===== src/rtl/mem_access.sv =====
// RV32I memory stage: dmem req/gnt/rvalid handshake, load formatting.
// Optional misaligned-access trap: define MEM_MISALIGN_TRAP_EN.
module mem_access (
  input  logic        clk,
  input  logic        rst,
  input  logic        valid_i,
  input  logic [31:0] instr_i,
  input  logic [31:0] alu_result_i,
  input  logic [31:0] rs2_i,
  output logic        stall_o,
  output logic        dmem_req_o,
  output logic        dmem_we_o,
  output logic [31:0] dmem_addr_o,
  output logic [3:0]  dmem_be_o,
  output logic [31:0] dmem_wdata_o,
  input  logic        dmem_gnt_i,
  input  logic        dmem_rvalid_i,
  input  logic [31:0] dmem_rdata_i,
  output logic        valid_o,
  output logic [31:0] instr_o,
  output logic [31:0] result_o,
  output logic        misalign_o
);

  typedef enum logic {IDLE, WAIT} state_e;

  state_e      state_q, state_d;
  logic        valid_q, valid_d;
  logic [31:0] instr_q, instr_d;
  logic [31:0] result_q, result_d;
  logic        mis_q, mis_d;

  logic [6:0]  opc;
  logic [2:0]  f3;
  logic [1:0]  a;
  logic        is_ld, is_st, mem_op;
  logic        sz_b, sz_h, sz_w;
  logic        mis;
  logic [3:0]  be;
  logic [31:0] wdata;
  logic [31:0] sh;
  logic [31:0] ld_data;

  assign opc    = instr_i[6:0];
  assign f3     = instr_i[14:12];
  assign a      = alu_result_i[1:0];
  assign is_ld  = (opc == 7'b0000011);
  assign is_st  = (opc == 7'b0100011);
  assign mem_op = is_ld | is_st;
  assign sz_b   = (f3[1:0] == 2'b00);
  assign sz_h   = (f3[1:0] == 2'b01);
  assign sz_w   = f3[1];

`ifdef MEM_MISALIGN_TRAP_EN
  assign mis = valid_i & mem_op &
               ((sz_h & a[0]) | (sz_w & (a != 2'b00)));
`else
  assign mis = 1'b0;
`endif

  always_comb begin
    be    = 4'b1111;
    wdata = rs2_i;
    unique case (1'b1)
      sz_b: begin
        be    = 4'b0001 << a;
        wdata = {4{rs2_i[7:0]}};
      end
      sz_h: begin
        be    = 4'b0011 << {a[1], 1'b0};
        wdata = {2{rs2_i[15:0]}};
      end
      default: ;
    endcase
  end

  // high bytes shifted in as zero before any extension
  assign sh = dmem_rdata_i >> {a, 3'b000};

  always_comb begin
    ld_data = sh;
    unique case (1'b1)
      sz_b: ld_data = {{24{sh[7] & ~f3[2]}}, sh[7:0]};
      sz_h: ld_data = {{16{sh[15] & ~f3[2]}}, sh[15:0]};
      default: ;
    endcase
  end

  always_comb begin
    state_d      = state_q;
    valid_d      = 1'b0;
    instr_d      = instr_q;
    result_d     = result_q;
    mis_d        = 1'b0;
    stall_o      = 1'b0;
    dmem_req_o   = 1'b0;
    dmem_we_o    = 1'b0;
    dmem_addr_o  = 32'h0;
    dmem_be_o    = 4'h0;
    dmem_wdata_o = 32'h0;
    unique case (state_q)
      IDLE: begin
        if (valid_i && mem_op && !mis) begin
          dmem_req_o   = 1'b1;
          dmem_we_o    = is_st;
          dmem_addr_o  = {alu_result_i[31:2], 2'b00};
          dmem_be_o    = be;
          dmem_wdata_o = wdata;
          if (!dmem_gnt_i) begin
            stall_o = 1'b1;
          end else if (is_st) begin
            valid_d  = 1'b1;
            instr_d  = instr_i;
            result_d = alu_result_i;
          end else begin
            stall_o = 1'b1;
            state_d = WAIT;
          end
        end else if (mis) begin
          valid_d  = 1'b1;
          mis_d    = 1'b1;
          instr_d  = instr_i;
          result_d = alu_result_i;
        end else begin
          valid_d  = valid_i;
          instr_d  = instr_i;
          result_d = alu_result_i;
        end
      end
      WAIT: begin
        if (dmem_rvalid_i) begin
          valid_d  = 1'b1;
          instr_d  = instr_i;
          result_d = ld_data;
          state_d  = IDLE;
        end else begin
          stall_o = 1'b1;
        end
      end
      default: state_d = IDLE;
    endcase
  end

  always_ff @(posedge clk) begin
    if (rst) begin
      state_q  <= IDLE;
      valid_q  <= 1'b0;
      instr_q  <= 32'h0;
      result_q <= 32'h0;
      mis_q    <= 1'b0;
    end else begin
      state_q  <= state_d;
      valid_q  <= valid_d;
      instr_q  <= instr_d;
      result_q <= result_d;
      mis_q    <= mis_d;
    end
  end

  assign valid_o    = valid_q;
  assign instr_o    = instr_q;
  assign result_o   = result_q;
  assign misalign_o = mis_q;

endmodule


===== config.mk =====
export PLATFORM = sky130hd
export DESIGN_NAME = mem_access
export DESIGN_NICKNAME = d
export VERILOG_FILES = /design/src/rtl/mem_access.sv
export SDC_FILE = /design/constraint.sdc
export NUM_CORES = 1
export LEC_CHECK = 0
export BUFFER_PORTS_ARGS = -buffer_cell sky130_fd_sc_hd__buf_2
export CAP_MARGIN = 20
export CORE_AREA = 2 2 106 108
export CTS_CLUSTER_DIAMETER = 150
export CTS_CLUSTER_SIZE = 25
export DETAILED_ROUTE_END_ITERATION = 16
export DIE_AREA = 0 0 108 110
export PLACE_DENSITY = 0.77
export SLEW_MARGIN = 5
export SYNTH_ARGS = -nofsm -noshare
export SYNTH_HDL_FRONTEND = slang
export SYNTH_SLANG_ARGS = --single-unit

===== constraint.sdc =====
create_clock -name clk -period 2.5 [get_ports clk]
set_clock_uncertainty 0.2 [all_clocks]
set_input_delay 0.25 -clock clk [delete_from_list [all_inputs] [get_ports clk]]
set_output_delay 0.25 -clock clk [all_outputs]
set_load 0.01 [all_outputs]

# Yosys cells after proc, flatten, opt, wreduce, memory -nomap -nowiden
# Cells that the tools add are included.
# classes
n_eq_ne,6
shift,3
muxes,36
bitwise_logic,5
n_reduce_logical,3
# op_table
op,count
$mux W32,12
$pmux W32 S2,4
$shr A32 B5 Y32,1
$mux W1,14
$mux W4,2
$pmux W4 S2,1
$eq A7 B2 Y1 const B,1
$eq A7 B6 Y1 const B,1
$ne A3 B3 Y1 const B,2
$pmux W1 S2,3
$shl A1 B2 Y4 const A,1
$shl A2 B2 Y4 const A,1
$reduce_and A3 Y1,1
$and A1 B1 Y1,2
$eq A2 B1 Y1 const B,1
$logic_not A2 Y1,1
$ne A2 B2 Y1 const B,1
$not A1 Y1,2
$logic_and A1 B1 Y1,1
$or A1 B1 Y1,1
# totals
reg_bits,66
inputBits,133
wordCells,57

# Depth between registers and ports, before layout
# Gate-level depths: netlist (run 1).
# depth
word_depth,5
ltp_mapped,7

# Least setup slack after synthesis (run 1)
# OpenSTA, ideal clock, no wires.
# synth_path
path_kind,input port to output port
start,input instr_i[2]
end,output dmem_wdata_o[14]
t_arrival_ps,1766
required_ps,2050
slack_ps,284
path_stages,5
path_cell_list,or4_4 or3_1 clkbuf_1 clkbuf_1 a21oi_1
# synth_between
elab_chain_len,5
# synth_rtl
item,line,text
from (decl),7,"input logic [31:0] instr_i,"
$eq A7 B2 Y1 / $eq A7 B6 Y1 (equally long branches),"47, 48",
$or A1 B1 Y1 (*),49,assign mem_op = is_ld | is_st;
$logic_and A1 B1 Y1 (*),103,if (valid_i && mem_op && !mis) begin
$mux W32 (*),103,
$mux W32 (*),101,unique case (state_q)
to (decl),15,"output logic [31:0] dmem_wdata_o,"
# Mark *: on every way between the ends. The rest lies on a longest branch, timed or not.

# Worst setup path in the final report (run 1)
# layout_path
start,input instr_i[1]
end,output dmem_addr_o[25]
# layout_between
elab_chain_len,5
# layout_rtl
item,line,text
$eq A7 B2 Y1 / $eq A7 B6 Y1 (equally long branches),"47, 48",
$or A1 B1 Y1 (*),49,
$logic_and A1 B1 Y1 (*),103,
$mux W32 (*),103,
$mux W32 (*),101,
to (decl),13,"output logic [31:0] dmem_addr_o,"
# Marked as above.

==> metrics.yaml, run 1 <==
portBuffers: 266
drv_cap: 0
synth-seq-cells: 66
hp-class: "in2reg"
dr_total_vias: 4908
drv_slew: 0
hold_viol_final: 0
hpwl_mm: 11.3
gp_congestion: 0.875
cts_buffers: 9
rsz0062_at_grt: "yes"
initial_core_util_pct: 40.3
pin_count: 270
synthCells: 540
setup_viol: 0
startpoint_type: "input pin"
end_kind: "primary output"
tritoncts: "built"
clockRootBuffer: "clkbuf_8"
cts_sinks: 66
p_leak_nw: 3.13
power-per-cell-area_nw_per_um2: 422
ys_warn_count: 0
cp.arrival_ps: 1960
ant_nets: 0
viasPerCell: 5.08
fmax_mhz: 414
clk_pin_slew_ps: 70
fill_cells: 1006
cp.required_ps: 2050
grt_pass1_vias: 4673
drive_gt1_share_pct: 45.0
fin_cells: 967
drt-initial-drc-count: 301
nets: 953
fp.dieH_um: 110
grt-ovfl-total: 0
core_um2: 10700
clk_path_buf_depth: 2
totalWireLength_mm: 15.6
dp.cells: 917
grt_max_degree: 63
synth_cell_types: 42
h-tree-depth: 3
antenna_found_initial: 2
wl_per_cell_um: 16.1
syn_area_um2: 4320
rows: 38
yosysSeqAreaShare_pct: 30.6
synth-main-ff-cell: "dfxtp_1"
tightestPinTransition_ps: 841
period_share_pct: 96.6
synth.avg_cell_area_um2: 7.99
status: "finished clean"
final_core_util_pct: 58.7
drcViolationCount: 0
grt_pass1_wl_mm: 23.6
ir_drop_mv: 0.284
slew_headroom_pct: 43.9
timing.hold.ws_ps: 26.8
min_period_ps: 2410
r2r_slack_ps: 500
synth_edf_count: 0
area_growth_pct: 45.5
synthArstFlopShare_pct: 0
die_x_um: 108
worst-path-max-fanout: 20
grt_util_all_layers_pct: 25.1
cts_setup_buffers: 0
clk_latency_ps: 330
die_area_um2: 11900
firstDrtPassIters: 4
critPathKind: "in2out"
==> layout make-up <==
type | instances | area [um^2] | area share (%)
diodes | 2 | 5.00 | 0.0797
inverters | 8 | 37.5 | 0.598
well taps | 140 | 175 | 2.79
clock inverters | 5 | 62.6 | 0.996
flip-flops and latches | 66 | 1320 | 21.1
repair buffers | 317 | 1850 | 29.4
clock buffers | 11 | 141 | 2.25
multi-input cells | 418 | 2690 | 42.8
==> path summary, 6_finish.rpt <==
| kind | from | to | depth (start not counted) |
|---|---|---|---|
| worst min register to register | instr_o[12] | instr_o[12] | 2 |
| worst min-delay path | valid_i | valid_o | 3 |
| worst max-delay path | instr_i[1] | dmem_addr_o[25] | 8 |
| worst max register to register | state_q | result_o[12] | 5 |
==> logic make-up after synthesis <==
kind of cell	share of synthesized area [%]
compound gates	21.7
buf+inv	7.31
flops	30.6
mux	13.7
other cells	0.0869
simple gates	26.6
==> power by group <==
| group | total, mW | internal (mW) | switching [mW] |
|---|---|---|---|
| Combinational | 0.570 | 0.270 | 0.300 |
| Sequential | 1.14 | 1.11 | 0.0325 |
| Clock | 0.935 | 0.494 | 0.441 |
==> timing repair <==
item | CTS | global route
hold endpoints to repair | 32 | 0
setup endpoints to repair | 0 | 40
gates resized for setup | 0 | 6
hold buffers | 32 | 0
==> synthesized netlist by cell type (2+ instances only) <==
| master | n | area [um^2] |
|---|---|---|
| inv_1 | 5 | 18.8 |
| mux2i_1 | 59 | 591 |
| a311oi_1 | 6 | 52.6 |
| nand2b_1 | 4 | 25.0 |
| buf_4 | 7 | 52.6 |
| buf_6 | 2 | 22.5 |
| nand3b_1 | 2 | 15.0 |
| o211ai_1 | 2 | 15.0 |
| o32ai_1 | 16 | 140 |
| a211oi_1 | 9 | 67.6 |
| nand2_2 | 29 | 181 |
| and2_1 | 40 | 250 |
| nor2b_1 | 10 | 62.6 |
| buf_2 | 5 | 25.0 |
| a21oi_1 | 22 | 110 |
| o41ai_1 | 9 | 78.8 |
| buf_1 | 10 | 37.5 |
| buf_8 | 4 | 60.1 |
| a31oi_1 | 4 | 25.0 |
| o2bb2ai_1 | 7 | 61.3 |
| nor2_1 | 60 | 225 |
| o21ai_0 | 4 | 20.0 |
| nand2_1 | 73 | 274 |
| clkbuf_1 | 22 | 82.6 |
| dfxtp_1 | 66 | 1320 |
| a21oi_2 | 33 | 289 |
| o22ai_1 | 8 | 50.1 |
| nor3b_1 | 8 | 60.1 |
==> through the flow <==
stage | TNS [ps] | setup WS, ps | cell area, um^2 | power [mW]
floorplan | 0 | 284 | 4320 | 1.44
detailed placement | 0 | 58.5 | 5730 | 1.69
CTS | 0 | 45.6 | 6260 | 2.67
finish | 0 | 85.9 | 6280 | 2.65
global placement | 0 | 73.1 | 5730 | 1.69
global route | -8.70 | -5.49 | 6280 | 2.77
==> cells in the final DEF, fill, tap and decap left out, types with 6 or more instances in the layout <==
cell and count:
o41ai_1 9, mux2i_1 59, o22ai_1 8, a211oi_1 9
o2bb2ai_1 7, dlygate4sd3_1 32, o32ai_1 16, dfxtp_1 65
buf_2 266, buf_4 14, nor2_1 60, nand2_2 29
nand2_1 73, and2_1 40, clkbuf_8 10, nor2b_1 10
a311oi_1 6, nor3b_1 8, a21oi_1 22, a21oi_2 33
==> per-layer routing <==
| metal | GRT usage [%] | up-vias | part of all wire [%] |
|---|---|---|---|
| met5 | 0 | - | 0 |
| met4 | 6.32 | 0 | 0.96 |
| met2 | 43.9 | 194 | 49 |
| met1 | 32.1 | 2257 | 43 |
| met3 | 4.41 | 10 | 7.3 |
| li1 | - | 2447 | - |
==> flip-flops by register name (all words and copies together) (netlist names) <==
register / cells
instr_o: 32
result_o: 32
valid_o: 1
state_q: 1
==> critical path: stages <==
cell and delay [ps]:
dlygate4sd3_1 520, buf_2 110, nand2_1 70, or3_1 430
inv_2 110, buf_8 160, and2_1 160, buf_2 130
(Power assumes the default switching activity.)
==> run 2, diff against run 1 <==
--- a/config.mk
+++ b/config.mk
@@ -7,12 +7,13 @@
 export LEC_CHECK = 0
 export BUFFER_PORTS_ARGS = -buffer_cell sky130_fd_sc_hd__buf_2
 export CAP_MARGIN = 20
-export CORE_AREA = 2 2 106 108
+export CORE_AREA = 2 2 104 106
+export CTS_BUF_LIST = sky130_fd_sc_hd__clkbuf_8
 export CTS_CLUSTER_DIAMETER = 150
 export CTS_CLUSTER_SIZE = 25
 export DETAILED_ROUTE_END_ITERATION = 16
-export DIE_AREA = 0 0 108 110
-export PLACE_DENSITY = 0.77
+export DIE_AREA = 0 0 106 108
+export PLACE_DENSITY = 0.8
 export SLEW_MARGIN = 5
 export SYNTH_ARGS = -nofsm -noshare
 export SYNTH_HDL_FRONTEND = slang
==> run 2 against run 1 <==
  * Sequential share of layout area shrank 0.096 points
  * Combinational power barely moved
  * Sequential power about the same
  * Flip-flop and latch count is the same
  * Routed wire length fell by 0.91%
  * Die area fell by 3.6%
  * Final area is 0.46% higher
  * Fmax up 1.3%
  * Count of clock-buffer cells in the layout unchanged
  * Critical endpoint unchanged
  * Largest cell class unchanged
==> metrics.yaml, run 2 (synthesized netlist as in run 1, its figures left out) <==
status: "finished clean"
grt-ovfl-total: 0
fin_setup_tns_ps: 0
cts_sinks: 66
fp.dieH_um: 108
hold_viol_final: 0
pin_count: 270
nets: 953
min_from: "instr_i[14]"
crit_path_max_incr_delay_ps: 530
cpLargestDelayFamily: "buffers and inverters"
die_x_um: 106
rsz0062_at_grt: "no"
r2r_cells: 4
setup_viol: 0
rows: 37
ant_nets: 0
core_um2: 10200
viasPerCell: 5.21
drv_slew: 0
die_area_um2: 11400
clockRootBuffer: "clkbuf_8"
fill_cells: 913
num_antenna_cells: 0
timing.hold.ws_ps: 18.1
cts_setup_buffers: 0
hpwl_mm: 11.4
drive_gt1_share_pct: 45.2
crit_slowest_cell: "dlygate4sd3_1"
drv_cap: 0
r2r_slack_ps: 530
worst-path-max-fanout: 22
h-tree-depth: 3
firstDrtPassIters: 5
totalWireLength_mm: 15.4
period_share_pct: 95.3
final_common_cell: "buf_2"
startpoint_type: "input pin"
drt-initial-drc-count: 215
clk_pin_slew_ps: 60
r2r_end: "result_o[24]"
clk_latency_ps: 330
p_leak_nw: 3.16
wl_per_cell_um: 16.1
worst_hold_path.endpoint: "instr_o[14]"
cp.required_ps: 2050
grt_pass1_wl_mm: 23.2
tightestPinTransition_ps: 866
grt_util_all_layers_pct: 25.5
end_kind: "primary output"
gp_congestion: 0.845
grt_pass1_vias: 4583
whs_path_depth: 3
portBuffers: 266
area_growth_pct: 46.2
min_period_ps: 2380
dr_total_vias: 5010
cp.buffers_inverters: 5
drcViolationCount: 0
antenna_found_initial: 1
tritoncts: "built"
initial_core_util_pct: 42.2
fmax_mhz: 420
power-per-cell-area_nw_per_um2: 436
cts_buffers: 9
clk_path_buf_depth: 2
hp-class: "in2reg"
slew_headroom_pct: 42.0
final_cell_mix: "buf_2, nand2_1, dfxtp_1"
ir_drop_mv: 0.261
crit_top_cell: "buf_2"
crit_chain: "dlygate4sd3_1 -> buf_2 -> nand2_1 -> or3_4 -> inv_2 -> buf_12 -> and2_1 -> buf_2"
grt_max_degree: 60
worstReg2RegStart: "state_q"
critPathKind: "in2out"
cp.arrival_ps: 1930
[run 2: worst min-delay path, stage by stage]
cell     delay, ps
buf_2          130
nand2_1         70
a21oi_2         40
[run 2: what timing repair did]
item	in CTS	in global routing
endpoints found under the hold margin	31	0
gates resized for setup	0	3
endpoints found under the setup margin	0	40
hold buffers	31	0
[run 2: per-stage QoR]
step	util [%]	instance area [um^2]	power, mW	setup slack, ps	instances
final	61.6	6310	2.75	117	961
after global routing	61.6	6310	2.86	22.1	961
after detailed placement	56.3	5760	1.69	96.0	914
after floorplan	-	4320	1.44	284	542
after CTS	61.6	6300	2.76	57.2	961
after global placement	56.3	5760	1.68	120	914
[run 2: layout make-up]
type | count | area, um^2 | share of cell area (%)
Tap cell | 136 | 170 | 2.70
Inverter | 8 | 35.0 | 0.555
Multi-Input combinational cell | 418 | 2690 | 42.7
Clock buffer | 11 | 151 | 2.40
Timing Repair Buffer | 317 | 1860 | 29.5
Sequential cell | 66 | 1320 | 21.0
Clock inverter | 5 | 77.6 | 1.23
[run 2: layer usage]
metal | track usage, % | vias to the layer above | wire length [um]
li1 | - | 2435 | -
met1 | 30.8 | 2299 | 6250
met2 | 45.4 | 245 | 7630
met3 | 6.03 | 29 | 1260
met4 | 7.42 | 2 | 284
met5 | 0 | - | 13
[run 2: worst max-delay path by stage]
stage,depth (start not counted),endpoint,start
2_1_floorplan,5,dmem_wdata_o[14],instr_i[2]
3_5_place_dp,7,result_o[24],instr_i[2]
4_1_cts,8,dmem_addr_o[24],instr_i[1]
5_1_grt,8,dmem_addr_o[25],instr_i[1]
3_3_place_gp,6,result_o[18],instr_i[2]
6_report,8,dmem_addr_o[25],instr_i[0]
[run 2: where the power goes]
part           switching, mW  total [mW]  internal [mW]
Combinational          0.300       0.569          0.269
Sequential            0.0340        1.14           1.11
Clock                  0.422        1.04          0.613
==> run 3, diff against run 2 <==
--- a/config.mk
+++ b/config.mk
@@ -7,13 +7,13 @@
 export LEC_CHECK = 0
 export BUFFER_PORTS_ARGS = -buffer_cell sky130_fd_sc_hd__buf_2
 export CAP_MARGIN = 20
-export CORE_AREA = 2 2 104 106
+export CORE_MARGIN = 1
+export CORE_UTILIZATION = 30
 export CTS_BUF_LIST = sky130_fd_sc_hd__clkbuf_8
 export CTS_CLUSTER_DIAMETER = 150
 export CTS_CLUSTER_SIZE = 25
 export DETAILED_ROUTE_END_ITERATION = 16
-export DIE_AREA = 0 0 106 108
-export PLACE_DENSITY = 0.8
+export PLACE_DENSITY = 0.61
 export SLEW_MARGIN = 5
 export SYNTH_ARGS = -nofsm -noshare
 export SYNTH_HDL_FRONTEND = slang
==> run 3 against run 2 <==
  * Core utilization decreased by 15 points
  * Flip-flop and latch count unchanged
  * Routed wire length increased by 4.3%
  * Highest routed layer is now met4
  * Total power increased by 1.0%
  * Sequential power about the same
  * Critical endpoint is now stall_o
  * Critical path type unchanged
  * Cell count increased by 5.5%
  * Worst setup slack got worse by 32 ps
  * Clock power about the same
  * Sequential share of layout area decreased by 0.44 points
  * Combinational power increased by 2%
  * Register-to-register slack got worse by 350 ps
==> metrics.yaml, run 3 (synthesized netlist as in run 1, its figures left out) <==
ir_drop_mv: 0.269
cp.arrival_ps: 1970
drv_cap: 0
hold_viol_final: 0
area_growth_pct: 49.3
fin_setup_tns_ps: 0
ant_nets: 0
rows: 43
num_antenna_cells: 0
grt_pass1_wl_mm: 23.9
p_leak_nw: 3.19
fmax_mhz: 414
critPathKind: "in2out"
r2r_slack_ps: 180
status: "finished clean"
hp-class: "in2reg"
wl_per_cell_um: 15.9
antenna_found_initial: 0
h-tree-depth: 3
grt-ovfl-total: 0
portBuffers: 266
nets: 962
cp.required_ps: 2050
initial_core_util_pct: 31.0
fp.dieH_um: 122
rsz0062_at_grt: "no"
tritoncts: "built"
clk_latency_ps: 360
grt_max_degree: 38
period_share_pct: 96.6
slew_headroom_pct: 61.8
tightestPinTransition_ps: 571
drcViolationCount: 0
cts_buffers: 9
dr_total_vias: 4941
cts_setup_buffers: 0
core_um2: 13900
die_x_um: 122
die_area_um2: 14900
min_period_ps: 2420
end_kind: "primary output"
grt_util_all_layers_pct: 21.1
startpoint_type: "input pin"
drive_gt1_share_pct: 45.1
drv_slew: 0
power-per-cell-area_nw_per_um2: 431
grt_pass1_vias: 4615
clockRootBuffer: "clkbuf_8"
final_common_cell: "buf_2"
final_cell_mix: "buf_2, nand2_1, dfxtp_1"
total_power_mw: 2.78
gp_congestion: 0.832
worst-path-max-fanout: 25
clk_path_buf_depth: 2
clk_pin_slew_ps: 80
hpwl_mm: 11.8
pin_count: 270
cts_sinks: 66
totalWireLength_mm: 16.1
setup_viol: 0
firstDrtPassIters: 5
drt-initial-drc-count: 247
viasPerCell: 4.87
## run 3: cell count changes in the layout (fill, tap and decap cells not counted)
cell,previous run,this run
buf_4,14,17
clkinvlp_4,0,1
inv_6,0,1
clkbuf_8,11,10
dlygate4sd3_1,31,37
clkinv_2,1,0
## run 3: layer usage
metal  up-vias  part of all wire, %  GRT usage (%)
li1       2459                    -              -
met1      2280                   42           25.9
met2       194                   51           37.4
met3         8                  6.3           4.54
met4         0                 0.79           4.71
met5         -                    0              0
## run 3: repair_timing
item / 4_1_cts / 5_1_grt
hold endpoints to repair: 35 / 0
endpoints found under the setup margin: 0 / 45
gates resized for setup: 0 / 3
hold buffers: 37 / 0
## run 3: final timing paths
| kind | end | startpoint | depth (start not counted) |
|---|---|---|---|
| min | result_o[16] | alu_result_i[16] | 3 |
| max reg2reg | valid_o | state_q | 5 |
| min reg2reg | instr_o[3] | instr_o[3] | 2 |
| max | stall_o | instr_i[1] | 6 |
## run 3: through the flow
stage	setup slack [ps]	area (um^2)	instances	utilization, %	hold slack [ps]
4_1_cts	19.2	6430	1014	46.2	3.14
2_1_floorplan	284	4320	542	-	195
3_5_place_dp	116	5840	961	41.9	248
5_1_grt	4.87	6440	1014	46.2	30.5
6_report	84.1	6440	1014	46.2	17.5
3_3_place_gp	133	5840	961	41.9	245
## run 3: where the power goes
part / internal (mW) / total [mW] / leakage, nW / switching, mW
logic: 0.275 / 0.579 / 2.52 / 0.304
registers: 1.11 / 1.14 / 0.550 / 0.0334
clock network: 0.591 / 1.05 / 0.114 / 0.463
total: 1.97 / 2.78 / 3.19 / 0.801
## run 3: area by class of cell
cell class	instances	area (um^2)
clock inverter	6	88.8
timing repair buffer	326	1940
multi-input combinational	418	2690
clock buffer	10	138
sequential	66	1320
inverter	8	35.0
tap	180	225
fill	1441	7490
## run 3: worst max-delay path, stage by stage
cell and delay (ps):
dlygate4sd3_1 530, buf_2 110, nand2_1 90, o41a_2 540
clkinv_4 230, buf_2 200
